File: config.mk
export PLATFORM = sky130hd
export DESIGN_NAME = pe_dispatch_ctrl
export DESIGN_NICKNAME = d
export VERILOG_FILES = /design/src/rtl/pe_pkg.sv /design/src/rtl/pe_dispatch_ctrl_dest_table.sv /design/src/rtl/pe_dispatch_ctrl.sv
export SDC_FILE = /design/constraint.sdc
export NUM_CORES = 1
export LEC_CHECK = 0
export BUFFER_PORTS_ARGS = -buffer_cell sky130_fd_sc_hd__clkbuf_2
export CORE_ASPECT_RATIO = 0.9
export CORE_UTILIZATION = 35
export DETAILED_ROUTE_END_ITERATION = 7
export GPL_TIMING_DRIVEN = 0
export PLACE_DENSITY_LB_ADDON = 0.1
export SLEW_MARGIN = 20
export SYNTH_ARGS = -nofsm -noshare
export SYNTH_HDL_FRONTEND = slang
export SYNTH_SLANG_ARGS = --single-unit
File: constraint.sdc
create_clock -name clk -period 1.4 [get_ports clk]
set_input_delay 0.14 -clock clk [delete_from_list [all_inputs] [get_ports clk]]
set_output_delay 0.14 -clock clk [all_outputs]
set_load 0.05 [all_outputs]
File: src/rtl/pe_pkg.sv
// Shared types and flit layout for the PE dispatch controller.
// Imported by the controller and its destination table.
package pe_pkg;

  localparam int VALID_B   = 70;
  localparam int DATA_B    = 69;
  localparam int DEST_HI   = 68;
  localparam int DEST_LO   = 65;
  localparam int VC_B      = 64;
  localparam int PAYLOAD_W = 64;
  localparam int FLIT_W    = 71;

  localparam logic [3:0] DEFAULT_DEST = 4'b0101;

  typedef struct packed {
    logic                 valid;
    logic                 data;
    logic [3:0]           dest;
    logic                 vc;
    logic [PAYLOAD_W-1:0] payload;
  } flit_t;

  typedef enum logic [1:0] {
    COLLECT,
    EXEC,
    WAIT,
    SEND
  } state_t;

endpackage

File: src/rtl/pe_dispatch_ctrl_dest_table.sv
// Runtime-programmable fan-out table: per-entry dest/vc plus active count.
// Writes are gated by the controller so the table is frozen mid-operation.
module pe_dest_table
  import pe_pkg::*;
#(
  parameter int MAX_DEST = 4,
  parameter int IW       = $clog2(MAX_DEST)
) (
  input  logic          clk,
  input  logic          rst,
  input  logic          wr_en,
  input  logic          cfg_we,
  input  logic [IW-1:0] cfg_idx,
  input  logic [3:0]    cfg_dest,
  input  logic          cfg_vc,
  input  logic [IW:0]   cfg_num,
  input  logic [IW-1:0] rd_idx,
  output logic [3:0]    rd_dest,
  output logic          rd_vc,
  output logic [IW:0]   num_dest
);

  localparam logic [IW:0] MAX_N = (IW+1)'(MAX_DEST);

  logic [MAX_DEST-1:0][3:0] dest_q;
  logic [MAX_DEST-1:0]      vc_q;
  logic [IW:0]              num_q;
  logic                     we;
  logic                     num_ok;

  assign we     = cfg_we & wr_en;
  assign num_ok = (cfg_num != '0) && (cfg_num <= MAX_N);

  always_ff @(posedge clk) begin
    if (rst) begin
      dest_q <= {MAX_DEST{DEFAULT_DEST}};
      vc_q   <= '0;
      num_q  <= (IW+1)'(1);
    end else if (we) begin
      dest_q[cfg_idx] <= cfg_dest;
      vc_q[cfg_idx]   <= cfg_vc;
      if (num_ok)
        num_q <= cfg_num;
    end
  end

  assign rd_dest  = dest_q[rd_idx];
  assign rd_vc    = vc_q[rd_idx];
  assign num_dest = num_q;

endmodule

File: src/rtl/pe_dispatch_ctrl.sv
// Operand collection, PE start/wait with timeout, and table-driven
// result fan-out between a router local port and a two-operand PE.
module pe_dispatch_ctrl
  import pe_pkg::*;
#(
  parameter int MAX_DEST = 4,
  parameter int TIMEOUT  = 255
) (
  input  logic                       clk,
  input  logic                       rst,
  input  logic [FLIT_W-1:0]          in_flit,
  output logic                       in_ready,
  output logic [PAYLOAD_W-1:0]       pe_op_a,
  output logic [PAYLOAD_W-1:0]       pe_op_b,
  output logic                       pe_start,
  input  logic [PAYLOAD_W-1:0]       pe_result,
  input  logic                       pe_done,
  output logic [FLIT_W-1:0]          out_flit,
  output logic                       out_valid,
  input  logic                       out_ready,
  input  logic                       cfg_we,
  input  logic [$clog2(MAX_DEST)-1:0] cfg_idx,
  input  logic [3:0]                 cfg_dest,
  input  logic                       cfg_vc,
  input  logic [$clog2(MAX_DEST):0]  cfg_num,
  output logic                       busy,
  output logic                       err_timeout
);

  localparam int IW = $clog2(MAX_DEST);
  localparam int TW = $clog2(TIMEOUT + 1);

  state_t               state_q, state_d;
  logic                 have_a_q, have_b_q;
  logic [PAYLOAD_W-1:0] op_a_q, op_b_q, res_q;
  logic [IW-1:0]        idx_q;
  logic [TW-1:0]        wcnt_q;
  logic                 err_q;

  logic                 in_v, in_d, in_vc;
  logic [PAYLOAD_W-1:0] in_pl;
  logic                 accept, acc_a, acc_b, pair;
  logic                 last, tmo, leave;
  logic [3:0]           rd_dest;
  logic                 rd_vc;
  logic [IW:0]          num_dest;
  logic                 unused_ok;
  flit_t                of;

  assign in_v      = in_flit[VALID_B];
  assign in_d      = in_flit[DATA_B];
  assign in_vc     = in_flit[VC_B];
  assign in_pl     = in_flit[PAYLOAD_W-1:0];
  assign unused_ok = ^in_flit[DEST_HI:DEST_LO];

  assign accept = in_v & in_d & in_ready;
  assign acc_a  = accept & ~in_vc;
  assign acc_b  = accept & in_vc;
  assign pair   = (have_a_q | acc_a) & (have_b_q | acc_b);
  assign last   = ({1'b0, idx_q} == num_dest - 1'b1);
  assign tmo    = (state_q == WAIT) & ~pe_done &
                  (wcnt_q == TW'(TIMEOUT - 1));
  assign leave  = (state_q != COLLECT) & (state_d == COLLECT);

  pe_dest_table #(
    .MAX_DEST (MAX_DEST)
  ) u_table (
    .clk      (clk),
    .rst      (rst),
    .wr_en    (state_q == COLLECT),
    .cfg_we   (cfg_we),
    .cfg_idx  (cfg_idx),
    .cfg_dest (cfg_dest),
    .cfg_vc   (cfg_vc),
    .cfg_num  (cfg_num),
    .rd_idx   (idx_q),
    .rd_dest  (rd_dest),
    .rd_vc    (rd_vc),
    .num_dest (num_dest)
  );

  always_comb begin
    state_d = state_q;
    case (state_q)
      COLLECT: if (pair) state_d = EXEC;
      EXEC:    state_d = WAIT;
      WAIT: begin
        if (pe_done)  state_d = SEND;
        else if (tmo) state_d = COLLECT;
      end
      SEND: if (out_ready && last) state_d = COLLECT;
      default: state_d = COLLECT;
    endcase
  end

  always_ff @(posedge clk) begin
    if (rst) begin
      state_q  <= COLLECT;
      have_a_q <= 1'b0;
      have_b_q <= 1'b0;
      op_a_q   <= '0;
      op_b_q   <= '0;
      res_q    <= '0;
      idx_q    <= '0;
      wcnt_q   <= '0;
      err_q    <= 1'b0;
    end else begin
      state_q <= state_d;
      err_q   <= tmo;
      if (leave) begin
        have_a_q <= 1'b0;
        have_b_q <= 1'b0;
      end else begin
        if (acc_a) begin
          op_a_q   <= in_pl;
          have_a_q <= 1'b1;
        end
        if (acc_b) begin
          op_b_q   <= in_pl;
          have_b_q <= 1'b1;
        end
      end
      wcnt_q <= (state_q == WAIT) ? wcnt_q + 1'b1 : '0;
      if (state_q == WAIT && pe_done) begin
        res_q <= pe_result;
        idx_q <= '0;
      end
      // Wrap idx on the final handshake so the next fan-out starts at 0.
      if (state_q == SEND && out_ready)
        idx_q <= last ? '0 : idx_q + 1'b1;
    end
  end

  always_comb begin
    of         = '0;
    of.valid   = 1'b1;
    of.data    = 1'b1;
    of.dest    = rd_dest;
    of.vc      = rd_vc;
    of.payload = res_q;
  end

  assign in_ready    = (state_q == COLLECT) & ~rst;
  assign pe_start    = (state_q == EXEC);
  assign busy        = (state_q != COLLECT);
  assign out_valid   = (state_q == SEND);
  assign out_flit    = out_valid ? of : '0;
  assign pe_op_a     = op_a_q;
  assign pe_op_b     = op_b_q;
  assign err_timeout = err_q;

endmodule

==> metrics.yaml, run 1 <==
status:
  status: "complete, but fails checks"
  violations: "negative setup slack"
synth:
  yosys_warnings: 0
  synth_most_common_cell: "nand2_1"
  ys_types: 40
  yosys_most_used_dff: "dfxtp_1"
  synth_area_um2: 8825
  syn_nets: 1249
  synth_edf_count: 0
  synth.avg_cell_area_um2: 8.052
  yosys-top-cells-count: "nand2_1, dfxtp_1, a21oi_1, and3_1, clkbuf_1"
  synthMuxAreaShare: 0.02977
  synth-simple-area-share: 0.2578
  synthCells: 1096
  async_flop_share: 0
  synth_compound_gate_area_share: 0.1256
  yosysTopAreaCell: "dfxtp_1"
  synth_top_area_frac: 0.5218
  yosys-top-cells-area: "dfxtp_1, nand2_1, a21oi_1"
  synth-xor-area-share: 0.008932
  synth_top_family_by_area: "simple AND/OR/NAND/NOR gates"
  synth-seq-cells: 230
  seq_area_frac_synth: 0.5218
  yosys.area_share.adder: 0.004254
finish:
  fillers: 1540
  fin_util: 0.7645
  fin_nets: 1841
  fin_area_um2: 18750
  drive_above_1_share: 0.5667
  areaGrowthSynthToFinish_pct: 112.5
setup_path:
  path_max_fanout: 5
  required_ns: 1.26
  reg2reg_slack_ns: -0.38
  worstPathCellList: "buf_6 > mux4_2 > and2_4 > buf_8"
  path_class: "reg -> out"
  path_buf_inv: 2
  r2r_end: "pe_op_a[15]$_SDFFE_PP0P_"
  r2r_cells: 8
  critical_path.endpoint_type: "output pin"
  crit_family: "multiplexers"
  cp-start-kind: "register"
  cpMaxStageDelayCell: "mux4_2"
  max_stage_delay_ns: 0.50
  crit_arrival_ns: 1.84
  worstReg2RegStart: "state_q[1]$_SDFF_PP0_"
placement:
  place_area_um2: 11270
  dp_hpwl_um: 21300
  gp_congestion: 0.7780
  port_buffers: 348
timing:
  fin_crit_sh: 1.414
  timing.setup.tns_ns: -76.47
  final_max_slew_viol_count: 0
  fin_crit_ns: 1.979
  finalHoldViolations: 0
  relSlewSlack: 0.4115
  fmax_mhz: 505.3
  rsz0062_at_grt: "true"
  fin_skew_ns: 0.02326
  final.setup.worst_slack_ns: -0.5792
  setup_viol: 294
  tightest_slew_ns: 0.8828
detailed_routing:
  ant_nets: 0
  drc: 0
  drt_iter0_drc: 624
  vias: 10663
  first_pass_iters: 5
  wl_per_cell_um: 20.75
  routed_wl_um: 42480
  routed_via_density: 5.209
floorplanning:
  ios: 354
  core_area_um2: 24530
  die_h_um: 152.6
  start_util: 0.3598
  fp-row-count: 54
  die_w_um: 169.4
  dieArea_um2: 25850
clock_network:
  numCtsBuffers: 26
  cts_max_level: 1
  clock_latency_ns: 0.53
  clkSlewWorstSetupHoldPaths_ns: 0.07
  cts_tree: "done"
  root_buffer: "clkbuf_16"
  cts_sinks: 230
  cts_buffer_depth: 3
pwr:
  powerDensity_nw_per_um2: 867.3
  swShare: 0.2547
  power.total_uw: 16260
  p_leak_uw: 0.008173
  p_seq_frac: 0.414
  clkPwrFrac: 0.458
  combPwrFrac: 0.128
  net-switching-power_uw: 4141
  peakVddDrop_uv: 642.4
  p_int_uw: 12120
global_routing:
  grt_pass1_wl_um: 53120
  gr-total-overflow: 0
  grt_pass1_vias: 9941
  antenna_found_initial: 3
  grt_usage: 0.2572
  grt_max_degree: 14
job:
  cap_violations: 0
hold_path:
  hold_path_depth: 3
  hold-path-endpoint: "wcnt_q[1]$_SDFF_PP0_"
  hold_class: "in -> reg"
  hp-start: "rst"
cell families (layout without fill, tap and decap cells):
kind of cell	count (synthesis)	count (layout)
AND/OR/NAND/NOR	527	528
flip-flops	230	230
AO/OA/AOI/OAI	212	212
buffers and inverters	95	706
multiplexers	20	20
XOR/XNOR	9	9
adder cells (fa/ha/maj)	3	3
other	0	3
cells in the final DEF (no fill, tap or decap), types with 3 or more instances in the layout:
| cell | count |
|---|---|
| a21oi_4 | 3 |
| clkinv_2 | 4 |
| nand2_2 | 28 |
| dlygate4sd3_1 | 137 |
| nand2_1 | 223 |
| clkbuf_1 | 29 |
| buf_2 | 7 |
| a21oi_2 | 161 |
| bufinv_16 | 4 |
| and3_4 | 65 |
| a211o_1 | 8 |
| nor2b_1 | 7 |
| mux4_2 | 5 |
| a21oi_1 | 31 |
| buf_8 | 31 |
| nor2_1 | 31 |
| clkbuf_16 | 124 |
| dfxtp_2 | 3 |
| dfxtp_1 | 225 |
| clkbuf_8 | 7 |
| buf_12 | 20 |
| buf_4 | 16 |
| and2_4 | 6 |
| clkbuf_2 | 274 |
| nand2_4 | 137 |
| inv_1 | 3 |
| clkbuf_4 | 3 |
| nand3_1 | 3 |
| diode_2 | 3 |
| nor2_4 | 3 |
| mux2i_1 | 15 |
| inv_2 | 4 |
| nand4_1 | 5 |
| buf_6 | 41 |
| xor2_1 | 6 |
power by group through the flow:
stage | combinational [uW] | sequential (uW) | clock (uW)
after floorplan | 408 | 7140 | 0
after global placement | 1160 | 6870 | 0
after detailed placement | 1160 | 6870 | 0
after CTS | 1570 | 6720 | 7440
after global routing | 2180 | 6740 | 7830
final | 2080 | 6730 | 7450
timing repair:
action / in CTS / in global routing
hold buffers: 137 / 0
hold endpoints to repair: 215 / 0
cloned: 15 / 26
pin swaps: 51 / 311
endpoints found under the setup margin: 305 / 304
resized for setup: 375 / 593
setup buffers: 25 / 24
worst reg2reg max path: stages, from the launching register on:
cell	delay [ns]
dfxtp_4	0.36
buf_6	0.12
nor3_4	0.18
buf_6	0.14
and4b_4	0.34
clkbuf_16	0.21
clkbuf_16	0.16
nand2_4	0.05
a21oi_2	0.13
cell type report:
class / instances / area, um2 / share of cell area
diodes: 3 / 7.507 / 0.0004004
clock buffers: 38 / 777.0 / 0.04144
repair buffers: 570 / 5791 / 0.3088
well taps: 336 / 420.4 / 0.02242
inverters: 7 / 26.28 / 0.001401
multi-input cells: 772 / 5966 / 0.3182
flip-flops and latches: 230 / 4616 / 0.2462
plain buffers: 81 / 988.4 / 0.05272
clock inverters: 10 / 157.7 / 0.008408
worst max path at each step:
stage	from	endpoint	slack, ns	depth (start not counted)
after floorplan	state_q[0]$_SDFF_PP0_	pe_op_b[0]$_SDFFE_PP0P_	-0.38	6
after global placement	state_q[0]$_SDFF_PP0_	out_flit[61]	-0.51	5
after detailed placement	state_q[0]$_SDFF_PP0_	out_flit[23]	-0.52	5
after CTS	idx_q[0]$_SDFFE_PP0P_	out_flit[67]	-0.62	4
after global routing	idx_q[0]$_SDFFE_PP0P_	out_flit[66]	-0.62	4
final	idx_q[0]$_SDFFE_PP0P_	out_flit[67]	-0.58	4
stage by stage:
step / worst slack [ns] / cells / hold slack (ns)
floorplan: -0.3833 / 1096 / 0.2579
global placement: -0.5089 / 1780 / 0.3645
detailed placement: -0.5159 / 1780 / 0.3698
CTS: -0.6186 / 2005 / 0.08024
global route: -0.6182 / 2047 / 0.1100
finish: -0.5792 / 2047 / 0.09238
registers in the layout, indices dropped and copies added, names as in the netlist:
signal	count
pe_op_a	64
pe_op_b	64
res_q	64
u_table.dest_q	16
wcnt_q	8
u_table.vc_q	4
u_table.num_dest	3
idx_q	2
state_q	2
err_timeout	1
have_a_q	1
have_b_q	1
per-layer routing:
metal | vias to the layer above | GRT usage | share of wire
met5 | - | 0 | 0
met4 | 0 | 0.1137 | 0.059
met3 | 172 | 0.06753 | 0.075
met2 | 512 | 0.4343 | 0.48
met1 | 5148 | 0.3054 | 0.38
li1 | 4831 | - | -
Note: power is estimated with default switching activity, not from simulation.
==> run 2, diff against run 1 <==
--- a/config.mk
+++ b/config.mk
@@ -7,6 +7,7 @@
 export LEC_CHECK = 0
 export BUFFER_PORTS_ARGS = -buffer_cell sky130_fd_sc_hd__clkbuf_2
 export CORE_ASPECT_RATIO = 0.9
+export CORE_MARGIN = 2
 export CORE_UTILIZATION = 35
 export DETAILED_ROUTE_END_ITERATION = 7
 export GPL_TIMING_DRIVEN = 0
==> constraint.sdc (replaced) <==
create_clock -name clk -period 1.4 [get_ports clk]
set_input_delay 0.21 -clock clk [delete_from_list [all_inputs] [get_ports clk]]
set_output_delay 0.21 -clock clk [all_outputs]
set_load 0.05 [all_outputs]
==> metrics.yaml, run 2 (synthesis gave the netlist of run 1 again) <==
status:
  status: "complete, but fails checks"
  violations: "negative setup slack"
hold_path:
  hold_path_depth: 3
  hp-start: "out_ready"
  hold_class: "in -> reg"
  hold-path-endpoint: "state_q[0]$_SDFF_PP0_"
timing:
  rsz0062_at_grt: "true"
  fin_skew_ns: 0.01681
  final.setup.worst_slack_ns: -0.6594
  fin_crit_ns: 2.059
  finalHoldViolations: 0
  fmax_mhz: 485.6
  setup_viol: 331
  final_max_slew_viol_count: 0
  tightest_slew_ns: 0.9036
  relSlewSlack: 0.3976
  timing.setup.tns_ns: -88.74
  fin_crit_sh: 1.471
clock_network:
  clkSlewWorstSetupHoldPaths_ns: 0.06
  cts_sinks: 230
  root_buffer: "clkbuf_16"
  numCtsBuffers: 27
  clock_latency_ns: 0.54
  cts_buffer_depth: 3
  cts_tree: "done"
  cts_max_level: 1
pwr:
  peakVddDrop_uv: 981.7
  powerDensity_nw_per_um2: 854.1
  p_leak_uw: 0.007656
global_routing:
  grt_max_degree: 14
  grt_pass1_vias: 9938
  grt.busiest_layer: "met2"
  antenna_found_initial: 3
  grtUsageMet2: 0.4491
  grt_pass1_wl_um: 54920
  met3_usage: 0.06883
  use_met1: 0.3193
  grt_usage: 0.2619
  gr-total-overflow: 0
detailed_routing:
  wl_per_cell_um: 19.88
  first_pass_iters: 5
  ant_nets: 0
  vias: 10554
  drc: 0
  routed_via_density: 5.096
  routed_wl_um: 41180
  drt_iter0_drc: 810
finish:
  areaGrowthSynthToFinish_pct: 107.4
  final_cell_mix: "clkbuf_2, nand2_1, dfxtp_1"
  fin_nets: 1862
  fin_area_um2: 18310
  fillers: 1655
  drive_above_1_share: 0.5156
  fin_util: 0.7328
  layout_commonest_cell: "clkbuf_2"
  fin_cells: 2071
floorplanning:
  start_util: 0.3533
  ios: 354
  fp-row-count: 55
  dieArea_um2: 26500
  core_area_um2: 24980
  die_w_um: 171.4
  die_h_um: 154.6
setup_path:
  required_ns: 1.19
  path_max_fanout: 5
  r2r_cells: 10
  path_buf_inv: 2
  crit_family: "multiplexers"
  max_stage_delay_ns: 0.50
  cp-start-kind: "register"
  cpMaxStageDelayCell: "mux4_2"
  crit_arrival_ns: 1.85
  critical_path.endpoint_type: "output pin"
  worstReg2RegStart: "state_q[0]$_SDFF_PP0_"
  path_class: "reg -> out"
  reg2reg_slack_ns: -0.45
  r2r_end: "pe_op_b[34]$_SDFFE_PP0P_"
  worstPathCellList: "buf_8 > mux4_2 > and2_4 > clkbuf_16"
job:
  cap_violations: 0
placement:
  gp_congestion: 0.7946
  port_buffers: 348
  pre_cts_slack_ns: -0.5392
  dp_hpwl_um: 21960
  place_area_um2: 11390
  dp_cells: 1786
==> run 2: cell types whose count changed in the layout (fill, tap and decap cells not counted), moves of 9 or more <==
cell	delta
a21oi_1	+55
nand2_4	-56
nand2_2	+16
buf_4	+9
nand2_1	+40
a21oi_2	-52
buf_8	+29
==> run 2: timing repair <==
action / 4_1_cts / 5_1_grt
hold buffers: 136 / 0
hold endpoints to repair: 211 / 0
cloned: 27 / 21
setup buffers: 46 / 26
setup endpoints to repair: 323 / 379
pin swaps: 96 / 200
gates resized for setup: 413 / 393
==> run 2: how the worst max path moves through the flow <==
stage	from	end	slack (ns)	cells past startpoint
after global routing	idx_q[0]$_SDFFE_PP0P_	out_flit[68]	-0.71	4
after CTS	idx_q[0]$_SDFFE_PP0P_	out_flit[67]	-0.70	4
after global placement	state_q[0]$_SDFF_PP0_	out_flit[40]	-0.54	5
after floorplan	state_q[0]$_SDFF_PP0_	pe_op_b[0]$_SDFFE_PP0P_	-0.38	6
after detailed placement	state_q[0]$_SDFF_PP0_	out_flit[40]	-0.54	5
final	idx_q[0]$_SDFFE_PP0P_	out_flit[68]	-0.66	4
==> run 2: worst register-to-register path, cell delays in order (launching register included) <==
cell and delay, ns:
dfxtp_4 0.38, buf_12 0.14, nor3_4 0.15, buf_6 0.14
buf_6 0.09, nand4_1 0.15, buf_4 0.20, clkbuf_16 0.16
clkbuf_16 0.16, nand2_1 0.09, a21oi_2 0.05
==> run 2: area by class of cell <==
class                      instances  area (um2)  share of cell area
timing repair buffer             588        5961              0.3256
multi-input combinational        772        5345              0.2920
sequential                       230        4613              0.2520
buffer                            83        1069             0.05837
clock buffer                      37       773.2             0.04224
tap                              342       427.9             0.02338
clock inverter                     9       80.08            0.004374
inverter                           7       30.03            0.001640
antenna                            3       7.507           0.0004101
==> run 2: through the flow <==
step | power, uW | hold WS, ns
after floorplan | 7547 | 0.3279
after global placement | 8038 | 0.4338
after detailed placement | 8044 | 0.4401
after CTS | 15460 | 0.01706
after global routing | 16140 | 0.05089
final | 15640 | 0.04832
==> run 2: layer usage <==
metal / vias up / part of all wire
met5: - / 0
met3: 131 / 0.077
met2: 513 / 0.47
met4: 0 / 0.049
li1: 4882 / -
met1: 5028 / 0.40
==> run 2: where the power goes <==
group	internal (uW)	total, uW	switching [uW]	leakage, uW
combinational	892	2010	1120	0.00537
clock	4020	6890	2860	0.000429
sequential	6670	6740	76.5	0.00186
